File: src/rtl/credit_rd_arbiter.sv
// credit_rd_arbiter: two AXI-Stream address requesters share one RAM read port.
// Each read is issued only when the requester's output FIFO has a reserved slot,
// so the per-channel first-word-fall-through FIFOs never overflow.
module credit_rd_arbiter #(
  parameter int unsigned FIFO_DEPTH = 4,
  parameter int unsigned RD_LATENCY = 1
) (
  input  logic        clk,
  input  logic        reset_n,
  input  logic [7:0]  s0_tdata,
  input  logic        s0_tvalid,
  output logic        s0_tready,
  input  logic [7:0]  s1_tdata,
  input  logic        s1_tvalid,
  output logic        s1_tready,
  output logic        ram_rd_en,
  output logic [7:0]  ram_rd_addr,
  input  logic [15:0] ram_rd_data,
  output logic [15:0] m0_tdata,
  output logic        m0_tvalid,
  input  logic        m0_tready,
  output logic [15:0] m1_tdata,
  output logic        m1_tvalid,
  input  logic        m1_tready,
  output logic        overflow,
  output logic        busy
);

  localparam int unsigned CW = $clog2(FIFO_DEPTH + 1);
  localparam int unsigned AW = $clog2(FIFO_DEPTH);
  localparam logic [AW:0]   PTR_ONE  = {{AW{1'b0}}, 1'b1};
  localparam logic [CW-1:0] CRED_ONE = {{(CW-1){1'b0}}, 1'b1};

  typedef enum logic {RR_CH0, RR_CH1} rr_t;

  rr_t             rr_ptr;
  logic            active;
  logic [1:0]      s_tvalid;
  logic [1:0]      m_tready;
  logic [1:0]      elig;
  logic [1:0]      grant;
  logic [1:0]      pop;
  logic [1:0]      m_tvalid;
  logic [1:0]      ovf_hit;
  logic [15:0]     m_tdata [2];
  logic [RD_LATENCY:0] tag_vld;
  logic [RD_LATENCY:0] tag_ch;

  assign s_tvalid  = {s1_tvalid, s0_tvalid};
  assign m_tready  = {m1_tready, m0_tready};
  assign s0_tready = grant[0];
  assign s1_tready = grant[1];
  assign m0_tvalid = m_tvalid[0];
  assign m1_tvalid = m_tvalid[1];
  assign m0_tdata  = m_tdata[0];
  assign m1_tdata  = m_tdata[1];
  assign ram_rd_en = tag_vld[0];
  assign busy      = (|tag_vld) | (|m_tvalid) | ram_rd_en;

  // Single grant per cycle: lone eligible channel wins, a tie goes to the RR pointer
  always_comb begin
    grant = '0;
    if (elig[0] && (!elig[1] || rr_ptr == RR_CH0)) begin
      grant[0] = 1'b1;
    end else if (elig[1]) begin
      grant[1] = 1'b1;
    end
  end

  // Enable flop gives a synchronous release: no grant can be issued while in reset
  always_ff @(posedge clk or negedge reset_n) begin
    if (!reset_n) begin
      active <= 1'b0;
    end else begin
      active <= 1'b1;
    end
  end

  // Issue stage: register the RAM address, launch the channel tag, advance RR on ties
  always_ff @(posedge clk or negedge reset_n) begin
    if (!reset_n) begin
      rr_ptr      <= RR_CH0;
      ram_rd_addr <= '0;
      tag_vld     <= '0;
      tag_ch      <= '0;
    end else begin
      if (elig[0] && elig[1]) begin
        rr_ptr <= grant[0] ? RR_CH1 : RR_CH0;
      end
      if (grant[1]) begin
        ram_rd_addr <= s1_tdata;
      end else if (grant[0]) begin
        ram_rd_addr <= s0_tdata;
      end
      tag_vld <= {tag_vld[RD_LATENCY-1:0], |grant};
      tag_ch  <= {tag_ch[RD_LATENCY-1:0], grant[1]};
    end
  end

  // Sticky flag: any write that found its FIFO full
  always_ff @(posedge clk or negedge reset_n) begin
    if (!reset_n) begin
      overflow <= 1'b0;
    end else if (|ovf_hit) begin
      overflow <= 1'b1;
    end
  end

  for (genvar k = 0; k < 2; k++) begin : g_ch
    logic [15:0]   mem [FIFO_DEPTH];
    logic [AW:0]   wr_ptr;
    logic [AW:0]   rd_ptr;
    logic [CW-1:0] credit;
    logic          empty;
    logic          full;
    logic          wr_req;

    assign empty       = (wr_ptr == rd_ptr);
    assign full        = (wr_ptr[AW] != rd_ptr[AW]) && (wr_ptr[AW-1:0] == rd_ptr[AW-1:0]);
    assign wr_req      = tag_vld[RD_LATENCY] && (tag_ch[RD_LATENCY] == 1'(k));
    assign m_tvalid[k] = !empty;
    assign m_tdata[k]  = mem[rd_ptr[AW-1:0]];
    assign pop[k]      = !empty && m_tready[k];
    assign ovf_hit[k]  = wr_req && full;
    assign elig[k]     = active && s_tvalid[k] && (credit != '0);

    // FWFT FIFO: returning RAM word enters at the write pointer, head pops on handshake
    always_ff @(posedge clk or negedge reset_n) begin
      if (!reset_n) begin
        mem    <= '{default: '0};
        wr_ptr <= '0;
        rd_ptr <= '0;
      end else begin
        if (wr_req && !full) begin
          mem[wr_ptr[AW-1:0]] <= ram_rd_data;
          wr_ptr              <= wr_ptr + PTR_ONE;
        end
        if (pop[k]) begin
          rd_ptr <= rd_ptr + PTR_ONE;
        end
      end
    end

    // Credit: one slot reserved per accepted address, returned when the word is popped
    always_ff @(posedge clk or negedge reset_n) begin
      if (!reset_n) begin
        credit <= CW'(FIFO_DEPTH);
      end else begin
        case ({grant[k], pop[k]})
          2'b10:   credit <= credit - CRED_ONE;
          2'b01:   credit <= credit + CRED_ONE;
          default: credit <= credit;
        endcase
      end
    end
  end

endmodule
File: config.mk
export PLATFORM = sky130hd
export DESIGN_NAME = credit_rd_arbiter
export DESIGN_NICKNAME = d
export VERILOG_FILES = /design/src/rtl/credit_rd_arbiter.sv
export SDC_FILE = /design/constraint.sdc
export NUM_CORES = 1
export LEC_CHECK = 0
export BUFFER_PORTS_ARGS = -buffer_cell sky130_fd_sc_hd__buf_2
export CAP_MARGIN = 20
export CORE_AREA = 2 2 143 110
export DETAILED_ROUTE_END_ITERATION = 10
export DIE_AREA = 0 0 145 112
export PLACE_DENSITY = 0.72
export SETUP_SLACK_MARGIN = 0.3
export SLEW_MARGIN = 20
export SYNTH_ARGS = -nofsm -noshare
export SYNTH_HDL_FRONTEND = slang
export SYNTH_SLANG_ARGS = --single-unit
File: constraint.sdc
create_clock -name clk -period 2.4 [get_ports clk]
set_clock_uncertainty 0.05 [all_clocks]
set_input_delay 0.48 -clock clk [delete_from_list [all_inputs] [get_ports clk]]
set_output_delay 0.48 -clock clk [all_outputs]
set_load 0.05 [all_outputs]
==> impl_metrics.sql, run 1 <==
INSERT INTO impl_metrics (metric_group, metric, value, unit) VALUES
('clocking', 'ctsHtreeMaxLevel', '4', ''),
('synth', 'yosys_most_used_dff', 'sky130_fd_sc_hd__dfrtp_1', ''),
('clocking', 'cts_inserted_buffers', '17', ''),
('critical_path', 'start_kind', 'register', ''),
('floorplan', 'die_h', '112', 'um'),
('finish', 'antenna_cells_inserted', '0', ''),
('drt', 'maxUsedRoutingLayer', 'met4', ''),
('drt', 'vias_per_cell', '5.58', ''),
('synth', 'synth_compound_area_frac', '0.0540', ''),
('clocking', 'cts_tree', 'built', ''),
('floorplan', 'design.core.area', '14900', 'um2'),
('global_route', 'grt_max_degree', '63', ''),
('place', 'postPlaceCellArea', '8720', 'um2'),
('critical_path', 'crit_family', 'simple AND/OR/NAND/NOR gates', ''),
('critical_path', 'crit_type', 'reg -> out', ''),
('synth', 'ys_ff_latch', '161', ''),
('clocking', 'clock_tree_root_buffer_cell', 'sky130_fd_sc_hd__clkbuf_16', ''),
('sta', 'timing.final.crit_share', '1.06', ''),
('sta', 'setup_violations', '1', ''),
('synth', 'synth.yosys.warnings', '0', ''),
('synth', 'synth_nets', '509', ''),
('global_route', 'total_congestion_overflow_after_global_routing', '0', ''),
('synth', 'synth-edff-count', '0', ''),
('power', 'vdd_drop_max', '0.000458', 'V'),
('finish', 'fin_area', '10300', 'um2'),
('floorplan', 'full_die_area', '16200', 'um2'),
('global_route', 'grt_pass1_wl', '28300', 'um'),
('drt', 'drtAntennaViolNets', '0', ''),
('critical_path', 'critical_path.max_fanout', '4', ''),
('run_status', 'failing_checks', 'negative setup slack', ''),
('power', 'netSwitchingFraction', '0.229', ''),
('global_route', 'antenna_found_initial', '0', ''),
('finish', 'area_delta_synth_final', '32.3', '%'),
('sta', 'timing_max_transition_violations_final', '0', ''),
('drt', 'num_vias', '4618', ''),
('sta', 'grt_setup_unrepaired', 'true', ''),
('sta', 'max_freq', '394', 'MHz'),
('run_status', 'run_status', 'finished, violations left', ''),
('power', 'power_switching', '1.36', 'mW'),
('finish', 'stdcell_count', '827', ''),
('critical_path', 'crit_required', '1.87', 'ns'),
('power', 'intPower', '4.57', 'mW'),
('finish', 'layout_commonest_cell', 'sky130_fd_sc_hd__dfrtp_1', ''),
('drt', 'wl_met2', '8690', 'um'),
('global_route', 'grt_pass1_vias', '5169', ''),
('sta', 'post-route-worst-setup-slack', '-0.136', 'ns'),
('floorplan', 'horizontal_die_dimension', '145', 'um'),
('synth', 'synth-seq-area-share', '0.519', ''),
('power', 'power.share.sequential', '0.480', ''),
('synth', 'synth_simple_gate_area_share', '0.0198', ''),
('synth', 'largest_family_of_logic_cells_by_synthesized_area', 'multiplexers', ''),
('sta', 'timing_worst_slew_pin_value', '0.580', 'ns'),
('drt', 'route.layer.met1.wl', '7940', 'um'),
('clocking', 'clkLatencyLatePin', '0.43', 'ns'),
('global_route', 'grt_usage', '0.226', ''),
('finish', 'final_cell_mix', '146 x sky130_fd_sc_hd__dfrtp_1, 69 x sky130_fd_sc_hd__mux2_2, 60 x sky130_fd_sc_hd__mux2_4', ''),
('synth', 'postSynthCellCount', '457', ''),
('critical_path', 'critical_path.endpoint_type', 'output pin', ''),
('drt', 'detail_route.first_pass.iterations', '4', ''),
('place', 'dp_hpwl', '10700', 'um'),
('sta', 'hold_viol', '0', ''),
('drt', 'totalWireLength', '17500', 'um'),
('critical_path', 'worst-path-buf-inv', '1', ''),
('synth', 'yosys.area_share.xor_xnor', '0.0361', ''),
('drt', 'mean_routed_wirelength_per_cell', '21.2', 'um'),
('critical_path', 'critical-path-max-stage-delay', '0.51', 'ns'),
('hold_path', 'hp-class', 'in -> reg', ''),
('power', 'power_frac_comb', '0.081', ''),
('drt', 'remaining_drcs', '0', ''),
('finish', 'post_route_cells_drive_above_1_share', '0.651', ''),
('synth', 'netlist_area', '7760', 'um2');
-- registers in the layout (all words and copies together) (netlist names) --
register	count
g_ch.rd_ptr	6
active	1
ram_rd_addr	8
rr_ptr	1
overflow	1
g_ch.wr_ptr	6
tag_vld	2
g_ch.credit	6
tag_ch	2
g_ch.mem	128
-- timing repair --
item | in CTS | in global routing
gates resized for setup | 99 | 86
setup endpoints to repair | 41 | 75
buffers inserted | 25 | 11
gates cloned | 1 | 3
pin swaps | 18 | 15
hold endpoints to repair | 41 | 0
hold buffers | 1 | 0
-- cells in the mapped netlist (all sizes together), types with 3 or more instances --
cell    number  share of area
dfrtp      159           0.51
nand3b       9         0.0087
nand2        4         0.0019
inv         12         0.0058
a31oi        5         0.0068
xnor2       13          0.017
ha          12          0.019
mux2       134           0.22
o311ai      10          0.025
xor2        10          0.020
buf         14          0.019
o221a        8          0.012
nor2         4         0.0019
mux4        32          0.093
clkbuf       5         0.0026
nor4         3         0.0024
-- through the flow --
stage	utilization	power [mW]
after floorplan	-	3.12
after global placement	0.586	3.28
after detailed placement	0.586	3.30
after CTS	0.663	5.95
after global routing	0.690	6.16
final	0.690	5.93
-- layout make-up --
class / count / area (um2)
Clock buffer: 21 / 450
Tap cell: 205 / 256
Timing Repair Buffer: 153 / 1580
Inverter: 12 / 50.0
Sequential cell: 161 / 4050
Clock inverter: 10 / 111
Fill cell: 965 / 4610
Multi-Input combinational cell: 265 / 3780
-- path summary, 6_finish.rpt --
path | from | to | slack [ns] | cells after the start
hold reg to reg | tag_ch[0] | tag_ch[1] | 0.32 | 0
min in group asynchronous | reset_n | g_ch[1].wr_ptr[1] | 0.51 | 2
setup / recovery | g_ch[0].wr_ptr[0] | busy | -0.14 | 4
setup reg to reg | g_ch[1].rd_ptr[0] | g_ch[1].credit[1] | 0.18 | 9
hold / removal | s1_tdata[0] | ram_rd_addr[0] | 0.27 | 2
max in group asynchronous | reset_n | g_ch[1].mem[36] | 1.11 | 3
-- power groups by stage --
stage	combinational, mW	clock [mW]	sequential (mW)
2_1_floorplan	0.245	0	2.87
3_3_place_gp	0.400	0	2.88
3_5_place_dp	0.413	0	2.89
4_1_cts	0.447	2.66	2.84
5_1_grt	0.510	2.80	2.85
6_report	0.479	2.61	2.84
-- layer usage --
metal	track usage	up-vias
li1	-	2017
met1	0.313	2479
met2	0.358	100
met3	0.0529	22
met4	0.0700	0
met5	0	-
-- cell families (layout without fill, tap and decap cells) --
logic type      after synthesis  count (layout)
mux                         168             168
flops                       161             161
compound gates               33              33
buf+inv                      31             196
simple gates                 26              26
xor+xnor                     23              23
fa+ha+maj                    14              14
other cells                   1               1
No activity file was read; power rests on OpenSTA's default activity.
==> run 2, diff against run 1 <==
--- a/config.mk
+++ b/config.mk
@@ -5,11 +5,12 @@
 export SDC_FILE = /design/constraint.sdc
 export NUM_CORES = 1
 export LEC_CHECK = 0
+export ABC_AREA = 1
 export BUFFER_PORTS_ARGS = -buffer_cell sky130_fd_sc_hd__buf_2
 export CAP_MARGIN = 20
-export CORE_AREA = 2 2 143 110
+export CORE_AREA = 2 2 146 113
 export DETAILED_ROUTE_END_ITERATION = 10
-export DIE_AREA = 0 0 145 112
+export DIE_AREA = 0 0 148 115
 export PLACE_DENSITY = 0.72
 export SETUP_SLACK_MARGIN = 0.3
 export SLEW_MARGIN = 20
==> run 2 against run 1 <==
The run now ends clean. Sequential share of layout area shrank 1.7 points. Utilization shrank 0.44 points. Register-to-register slack gained 0.08 ns. Synthesized cell count grew 110%. Global-route usage grew 7.4 points. Via count grew 64%. Combinational power grew to 23 times the previous value. Critical endpoint is now m1_tdata[13]. Largest power group is now combinational cells.
==> impl_metrics.sql, run 2 <==
INSERT INTO impl_metrics (metric_group, metric, value, unit) VALUES
('finish', 'largest_register_ff_count', '128', ''),
('synth', 'ys_ff_latch', '161', ''),
('global_route', 'antenna_found_initial', '0', ''),
('clocking', 'clock_path_buffers', '2', ''),
('clocking', 'clkLatencyLatePin', '0.43', 'ns'),
('clocking', 'cts_tree', 'built', ''),
('clocking', 'tritoncts_num_sinks', '161', ''),
('sta', 'timing_max_transition_violations_final', '0', ''),
('critical_path', 'r2r_cells', '10', ''),
('synth', 'synth-edff-count', '0', ''),
('synth', 'synth_simple_gate_area_share', '0.315', ''),
('global_route', 'grt_pass1_wl', '39500', 'um'),
('drt', 'remaining_drcs', '0', ''),
('power', 'ratio_of_total_power_to_cell_area', '1770', 'nW/um2'),
('finish', 'reg_top3', 'g_ch.mem: 128 flops, ram_rd_addr: 8 flops', ''),
('global_route', 'total_congestion_overflow_after_global_routing', '0', ''),
('critical_path', 'crit_required', '1.87', 'ns'),
('clocking', 'cts_inserted_buffers', '17', ''),
('global_route', 'grt_usage', '0.299', ''),
('synth', 'synth_top_area_cell', 'sky130_fd_sc_hd__dfrtp_1', ''),
('synth', 'syn_area_per_cell', '8.26', 'um2'),
('hold_path', 'hp-class', 'in -> reg', ''),
('floorplan', 'horizontal_die_dimension', '148', 'um'),
('drt', 'totalWireLength', '25000', 'um'),
('floorplan', 'full_die_area', '17000', 'um2'),
('critical_path', 'worst_path_arrival', '1.71', 'ns'),
('finish', 'finish.net_count', '1109', ''),
('place', 'placement.io_buffers', '84', ''),
('drt', 'vias_per_cell', '5.90', ''),
('finish', 'max_flop_register', 'g_ch.mem', ''),
('sta', 'max_freq', '446', 'MHz'),
('clocking', 'cts.reportedPaths.clkPinSlew', '0.06', 'ns'),
('synth', 'yosys.area_share.xor_xnor', '0.0148', ''),
('synth', 'synth_adder_area_share', '0.0235', ''),
('synth', 'synth_nets', '1032', ''),
('hold_path', 'min_to', 'ram_rd_addr[2]', ''),
('finish', 'area_delta_synth_final', '32.2', '%'),
('synth', 'share_of_yosys_cell_area_claimed_by_the_top_area_cell_type', '0.491', ''),
('critical_path', 'critical-path-max-stage-delay', '0.45', 'ns'),
('place', 'postPlaceCellArea', '8840', 'um2'),
('power', 'leakagePower', '5.04', 'nW'),
('floorplan', 'placement_rows', '40', ''),
('place', 'dp_hpwl', '14000', 'um'),
('critical_path', 'critical_path.max_fanout', '8', ''),
('synth', 'most_used_standard_cell_by_instance_count_after_synthesis', 'sky130_fd_sc_hd__nand2_1', ''),
('flow_run', 'max_cap_violations', '0', ''),
('place', 'place_congestion', '0.819', ''),
('synth', 'post_synth_main_area_contributors', 'sky130_fd_sc_hd__dfrtp_1 49%, sky130_fd_sc_hd__nand2_1 14%, sky130_fd_sc_hd__nand4_1 10%', ''),
('synth', 'synth_compound_area_frac', '0.0754', ''),
('finish', 'final_cell_mix', '300 x sky130_fd_sc_hd__nand2_1, 156 x sky130_fd_sc_hd__dfrtp_1, 130 x sky130_fd_sc_hd__nand4_1', ''),
('critical_path', 'critical_path.endpoint_type', 'output pin', ''),
('critical_path', 'cp_cell_sequence', 'buf_12 > inv_16 > buf_12 > nor2_1 > o22ai_2 > buf_6', ''),
('sta', 'hold_viol', '0', ''),
('sta', 'fin_setup_tns', '0', 'ns'),
('power', 'vdd_drop_max', '0.00151', 'V'),
('finish', 'fin_area', '10700', 'um2'),
('finish', 'post_route_cells_drive_above_1_share', '0.309', ''),
('synth', 'post_synth_mux_area_share', '0', ''),
('sta', 'setup_violations', '0', ''),
('finish', 'layout_commonest_cell', 'sky130_fd_sc_hd__nand2_1', ''),
('critical_path', 'crit_type', 'reg -> out', ''),
('critical_path', 'rr_startpoint', 'g_ch[0].rd_ptr[0]', ''),
('synth', 'synthTopCellsByCount', '306 x sky130_fd_sc_hd__nand2_1, 159 x sky130_fd_sc_hd__dfrtp_1, 130 x sky130_fd_sc_hd__nand4_1', ''),
('finish', 'antenna_cells_inserted', '0', ''),
('drt', 'detail_route.first_pass.iterations', '8', ''),
('drt', 'num_vias', '7552', ''),
('floorplan', 'initial_utilization', '0.519', ''),
('critical_path', 'timing.critical_path.slowest_stage_cell', 'sky130_fd_sc_hd__dfrtp_2', ''),
('synth', 'largest_family_of_logic_cells_by_synthesized_area', 'simple AND/OR/NAND/NOR gates', ''),
('synth', 'synth-seq-area-share', '0.498', ''),
('floorplan', 'design.core.area', '15600', 'um2'),
('drt', 'mean_routed_wirelength_per_cell', '19.6', 'um'),
('clocking', 'ctsHtreeMaxLevel', '4', ''),
('floorplan', 'top_level_ports', '85', ''),
('clocking', 'clock_tree_root_buffer_cell', 'sky130_fd_sc_hd__clkbuf_16', ''),
('synth', 'yosys_most_used_dff', 'sky130_fd_sc_hd__dfrtp_1', ''),
('hold_path', 'worst_hold_path.num_cells', '3', ''),
('run_status', 'run_status', 'complete, no violations', ''),
('synth', 'synth.yosys.warnings', '0', ''),
('critical_path', 'start_kind', 'register', ''),
('sta', 'layout_min_cycle_time', '2.24', 'ns'),
('critical_path', 'critical_path_most_common_cell', 'sky130_fd_sc_hd__buf_12', ''),
('global_route', 'grt_pass1_vias', '7398', ''),
('synth', 'synth-async-reset-ratio', '1.00', ''),
('hold_path', 'timing.hold.worst.start', 's0_tdata[2]', ''),
('drt', 'dr.first_iter.drc_count', '750', ''),
('synth', 'postSynthCellCount', '980', ''),
('sta', 'grt_setup_unrepaired', 'true', ''),
('floorplan', 'die_h', '115', 'um'),
('drt', 'drtAntennaViolNets', '0', ''),
('sta', 'timing.final.crit_share', '0.935', ''),
('global_route', 'grt_max_degree', '53', ''),
('synth', 'netlist_area', '8100', 'um2'),
('synth', 'post_synth_num_cell_types', '30', ''),
('critical_path', 'rrSetupSlack', '0.26', 'ns'),
('critical_path', 'regToRegEndpoint', 'g_ch[0].credit[1]', '');
==> run 2: cell types whose count changed after synthesis, moves of 32 or more <==
cell                      change
sky130_fd_sc_hd__mux2_2      -71
sky130_fd_sc_hd__mux2_4      -58
sky130_fd_sc_hd__nand2_1    +302
sky130_fd_sc_hd__nand4_1    +130
sky130_fd_sc_hd__nor2_1      +68
sky130_fd_sc_hd__o21ai_0     +73
sky130_fd_sc_hd__o22ai_1     +32
==> run 2: layout make-up <==
cell class,instances,area [um2]
Tap cell,210,263
Timing Repair Buffer,149,1500
Fill cell,1170,4910
Sequential cell,161,4040
Inverter,32,156
Multi-Input combinational cell,696,4170
Clock inverter,12,134
Clock buffer,20,447
==> run 2: worst max path at each step <==
stage | startpoint | to | slack, ns | cells after the start
6_report | g_ch[1].rd_ptr[0] | m1_tdata[13] | 0.16 | 6
5_1_grt | g_ch[1].rd_ptr[0] | busy | 0.12 | 6
4_1_cts | g_ch[0].rd_ptr[0] | busy | 0.20 | 6
3_5_place_dp | s0_tvalid | g_ch[0].credit[2] | 0.25 | 12
3_3_place_gp | s1_tvalid | g_ch[1].credit[2] | 0.29 | 12
2_1_floorplan | g_ch[0].rd_ptr[0] | g_ch[0].credit[1] | 0.18 | 10
==> run 2: kinds of logic (layout without fill, tap and decap cells) <==
logic type / count (synthesis) / in the layout
AND/OR/NAND/NOR: 555 / 555
XOR/XNOR: 12 / 12
other: 1 / 1
buffers and inverters: 123 / 213
flip-flops: 161 / 161
adder cells (fa/ha/maj): 14 / 14
AO/OA/AOI/OAI: 114 / 114
==> run 2: where the power goes <==
part	total (mW)	internal, mW	switching [mW]
Clock	2.71	1.56	1.15
Sequential	5.15	4.05	1.10
Combinational	11.1	4.19	6.88
==> run 2: metal layers <==
metal / GRT usage / routed length (um) / vias to the layer above
li1: - / - / 3478
met1: 0.418 / 10700 / 3699
met2: 0.474 / 11900 / 332
met3: 0.0627 / 1920 / 43
met4: 0.0965 / 439 / 0
met5: 0 / 0 / -
==> run 2: timing repair <==
item	in CTS	in global routing
cloned	7	3
pin swaps	25	34
gates resized for setup	222	77
endpoints found under the setup margin	39	89
setup buffers	17	6
hold buffers	1	0
hold endpoints to repair	34	0
==> run 2: per-stage QoR <==
step           hold WS, ns  worst slack, ns  instances   util  total power, mW
5_1_grt              0.215            0.120       1280  0.686             19.9
3_3_place_gp         0.291            0.292       1214  0.566             13.0
3_5_place_dp         0.293            0.252       1214  0.566             13.2
6_report             0.215            0.157       1280  0.686             18.9
4_1_cts              0.215            0.198       1271  0.661             18.0
2_1_floorplan        0.134            0.181        980      -             11.3
==> run 2: critical path, delay by kind of cell, from the launching register on <==
kind                   cells  cell delay, ns
AO/OA/AOI/OAI              1            0.21
buffers and inverters      4            0.56
flip-flops                 1            0.45
AND/OR/NAND/NOR            1            0.05
==> run 3, diff against run 2 <==
--- a/config.mk
+++ b/config.mk
@@ -11,7 +11,7 @@
 export CORE_AREA = 2 2 146 113
 export DETAILED_ROUTE_END_ITERATION = 10
 export DIE_AREA = 0 0 148 115
-export PLACE_DENSITY = 0.72
+export PLACE_DENSITY = 0.83
 export SETUP_SLACK_MARGIN = 0.3
 export SLEW_MARGIN = 20
 export SYNTH_ARGS = -nofsm -noshare
==> run 3 against run 2 <==
Largest power group unchanged. The flow now finishes with violations (negative setup slack). Hold slack improved by 0.012 ns. Critical path depth up 9. Combinational power fell by 5%. Count of clock-buffer cells in the layout increased by 2. Global-route usage fell by 0.10 points. Sequential cell count unchanged. Routed wire length increased by 5.0%. Maximum frequency down 7.2%. Highest routed layer unchanged.
==> impl_metrics.sql, run 3 (synthesized netlist as in run 2, its figures left out) <==
INSERT INTO impl_metrics (metric_group, metric, value, unit) VALUES
('run_status', 'run_status', 'finished, violations left', ''),
('run_status', 'failing_checks', 'negative setup slack', ''),
('global_route', 'total_congestion_overflow_after_global_routing', '0', ''),
('finish', 'area_delta_synth_final', '28.8', '%'),
('critical_path', 'rr_startpoint', 'g_ch[0].credit[2]', ''),
('clocking', 'clock_tree_root_buffer_cell', 'sky130_fd_sc_hd__clkbuf_16', ''),
('floorplan', 'die_h', '115', 'um'),
('clocking', 'cts_tree', 'built', ''),
('floorplan', 'initial_utilization', '0.519', ''),
('drt', 'mean_routed_wirelength_per_cell', '20.4', 'um'),
('sta', 'hold_viol', '0', ''),
('place', 'dp_hpwl', '14100', 'um'),
('flow_run', 'max_cap_violations', '0', ''),
('global_route', 'grt_pass1_wl', '39500', 'um'),
('floorplan', 'placement_rows', '40', ''),
('clocking', 'ctsHtreeMaxLevel', '4', ''),
('finish', 'post_route_cells_drive_above_1_share', '0.263', ''),
('hold_path', 'min_to', 'ram_rd_addr[6]', ''),
('finish', 'stdcell_count', '1289', ''),
('hold_path', 'hp-class', 'in -> reg', ''),
('clocking', 'tritoncts_num_sinks', '161', ''),
('global_route', 'groute.layer.met3.usage', '0.0663', ''),
('sta', 'timing_worst_slew_pin_value', '0.535', 'ns'),
('clocking', 'cts.reportedPaths.clkPinSlew', '0.06', 'ns'),
('finish', 'largest_register_ff_count', '128', ''),
('floorplan', 'horizontal_die_dimension', '148', 'um'),
('critical_path', 'worst_path_arrival', '2.74', 'ns'),
('clocking', 'cts_inserted_buffers', '17', ''),
('floorplan', 'design.core.area', '15600', 'um2'),
('critical_path', 'rrSetupSlack', '-0.02', 'ns'),
('sta', 'timing_max_transition_violations_final', '0', ''),
('power', 'ratio_of_total_power_to_cell_area', '1770', 'nW/um2'),
('global_route', 'gr-usage-met2', '0.458', ''),
('drt', 'vias_per_cell', '6.18', ''),
('global_route', 'grtUsageMet1', '0.413', ''),
('power', 'intPower', '9.58', 'mW'),
('drt', 'detail_route.first_pass.iterations', '6', ''),
('sta', 'grt_setup_unrepaired', 'true', ''),
('sta', 'setup_violations', '1', ''),
('hold_path', 'timing.hold.worst.start', 's0_tdata[6]', ''),
('floorplan', 'full_die_area', '17000', 'um2'),
('critical_path', 'crit_required', '2.72', 'ns'),
('global_route', 'grt_usage', '0.298', ''),
('place', 'place_congestion', '0.846', ''),
('power', 'vdd_drop_max', '0.00127', 'V'),
('global_route', 'grt.busiest_layer', 'met2', ''),
('global_route', 'antenna_found_initial', '5', ''),
('finish', 'layout_commonest_cell', 'sky130_fd_sc_hd__nand2_1', ''),
('drt', 'remaining_drcs', '0', ''),
('finish', 'reg_top3', 'g_ch.mem: 128 flops, ram_rd_addr: 8 flops', ''),
('sta', 'post-route-worst-setup-slack', '-0.0178', 'ns'),
('finish', 'final_cell_mix', '300 x sky130_fd_sc_hd__nand2_1, 155 x sky130_fd_sc_hd__dfrtp_1, 130 x sky130_fd_sc_hd__nand4_1', ''),
('place', 'placement.io_buffers', '84', ''),
('critical_path', 'start_kind', 'register', ''),
('sta', 'layout_min_cycle_time', '2.42', 'ns'),
('clocking', 'clkLatencyLatePin', '0.44', 'ns'),
('drt', 'totalWireLength', '26300', 'um'),
('clocking', 'clock_path_buffers', '2', ''),
('sta', 'timing.final.crit_share', '1.01', ''),
('power', 'clock_power_share', '0.158', ''),
('critical_path', 'critical_path.max_fanout', '5', ''),
('drt', 'num_vias', '7970', ''),
('critical_path', 'crit_type', 'reg -> reg', ''),
('power', 'netSwitchingFraction', '0.480', ''),
('finish', 'finish.net_count', '1113', ''),
('power', 'power.share.sequential', '0.273', ''),
('sta', 'max_freq', '414', 'MHz'),
('critical_path', 'critical_path.endpoint_type', 'register', ''),
('place', 'post-place-cells', '1212', ''),
('drt', 'drtAntennaViolNets', '0', ''),
('sta', 'slew-limit-headroom', '0.642', ''),
('hold_path', 'worst_hold_path.num_cells', '3', ''),
('finish', 'max_flop_register', 'g_ch.mem', ''),
('global_route', 'grt_pass1_vias', '7495', ''),
('power', 'post-layout-total-power', '18.4', 'mW'),
('power', 'power_switching', '8.85', 'mW'),
('power', 'power_frac_comb', '0.570', ''),
('drt', 'dr.first_iter.drc_count', '1072', ''),
('global_route', 'grt_max_degree', '62', ''),
('critical_path', 'regToRegEndpoint', 'ram_rd_addr[7]', ''),
('critical_path', 'r2r_cells', '15', ''),
('power', 'leakagePower', '5.01', 'nW'),
('floorplan', 'top_level_ports', '85', '');
==> run 3: worst max-delay path, stage by stage (launching register included) <==
cell,delay [ns]
sky130_fd_sc_hd__dfstp_2,0.55
sky130_fd_sc_hd__nor2_1,0.06
sky130_fd_sc_hd__nand2_1,0.15
sky130_fd_sc_hd__nand2_4,0.11
sky130_fd_sc_hd__buf_4,0.15
sky130_fd_sc_hd__buf_6,0.10
sky130_fd_sc_hd__buf_6,0.11
sky130_fd_sc_hd__buf_6,0.10
sky130_fd_sc_hd__buf_4,0.12
sky130_fd_sc_hd__buf_4,0.13
sky130_fd_sc_hd__buf_6,0.11
sky130_fd_sc_hd__buf_6,0.12
sky130_fd_sc_hd__buf_8,0.12
sky130_fd_sc_hd__a21oi_1,0.21
sky130_fd_sc_hd__nand2_1,0.09
sky130_fd_sc_hd__nand3_1,0.07
==> run 3: metrics by stage <==
step	TNS, ns	util	hold WS [ns]	area [um2]	worst slack (ns)
2_1_floorplan	0	-	0.134	8370	0.181
3_3_place_gp	0	0.567	0.288	8850	0.269
3_5_place_dp	0	0.567	0.285	8850	0.213
4_1_cts	0	0.644	0.214	10100	0.181
5_1_grt	-0.0580	0.668	0.252	10400	-0.0580
6_report	-0.0178	0.668	0.227	10400	-0.0178
==> run 3: per-layer routing <==
| layer | vias to the layer above | part of all wire | routed length [um] |
|---|---|---|---|
| met5 | - | 0 | 0 |
| met4 | 0 | 0.046 | 1210 |
| met3 | 116 | 0.11 | 2870 |
| met2 | 542 | 0.46 | 12200 |
| met1 | 3831 | 0.38 | 10000 |
| li1 | 3481 | - | - |
==> run 3: how the worst max path moves through the flow <==
| stage | start | endpoint | slack [ns] |
|---|---|---|---|
| after global placement | s0_tvalid | g_ch[0].credit[2] | 0.27 |
| final | g_ch[0].credit[2] | ram_rd_addr[7] | -0.02 |
| after global routing | g_ch[0].credit[2] | ram_rd_addr[7] | -0.06 |
| after floorplan | g_ch[0].rd_ptr[0] | g_ch[0].credit[1] | 0.18 |
| after detailed placement | s0_tvalid | g_ch[0].credit[2] | 0.21 |
| after CTS | g_ch[0].rd_ptr[0] | m0_tdata[12] | 0.18 |
==> run 3: power groups by stage <==
stage,logic [mW],clock network [mW],registers (mW)
3_3_place_gp,8.10,0,4.85
5_1_grt,11.2,3.04,5.15
3_5_place_dp,8.28,0,4.88
2_1_floorplan,6.44,0,4.86
6_report,10.5,2.91,5.02
4_1_cts,9.59,2.90,4.92
==> run 3: final cells by class <==
| cell class | count | area, um2 |
|---|---|---|
| sequential | 161 | 4040 |
| inverter | 32 | 150 |
| fill | 1132 | 5190 |
| clock buffer | 22 | 454 |
| antenna | 6 | 15.0 |
| multi-input combinational | 696 | 3930 |
| tap | 210 | 263 |
| timing repair buffer | 153 | 1430 |
| clock inverter | 9 | 156 |
==> run 3: repair_timing <==
action,in CTS,in global routing
gates cloned,3,3
hold endpoints to repair,45,0
resized for setup,134,67
setup endpoints to repair,41,109
buffers inserted,22,11
pin swaps,12,20
hold buffers,1,0
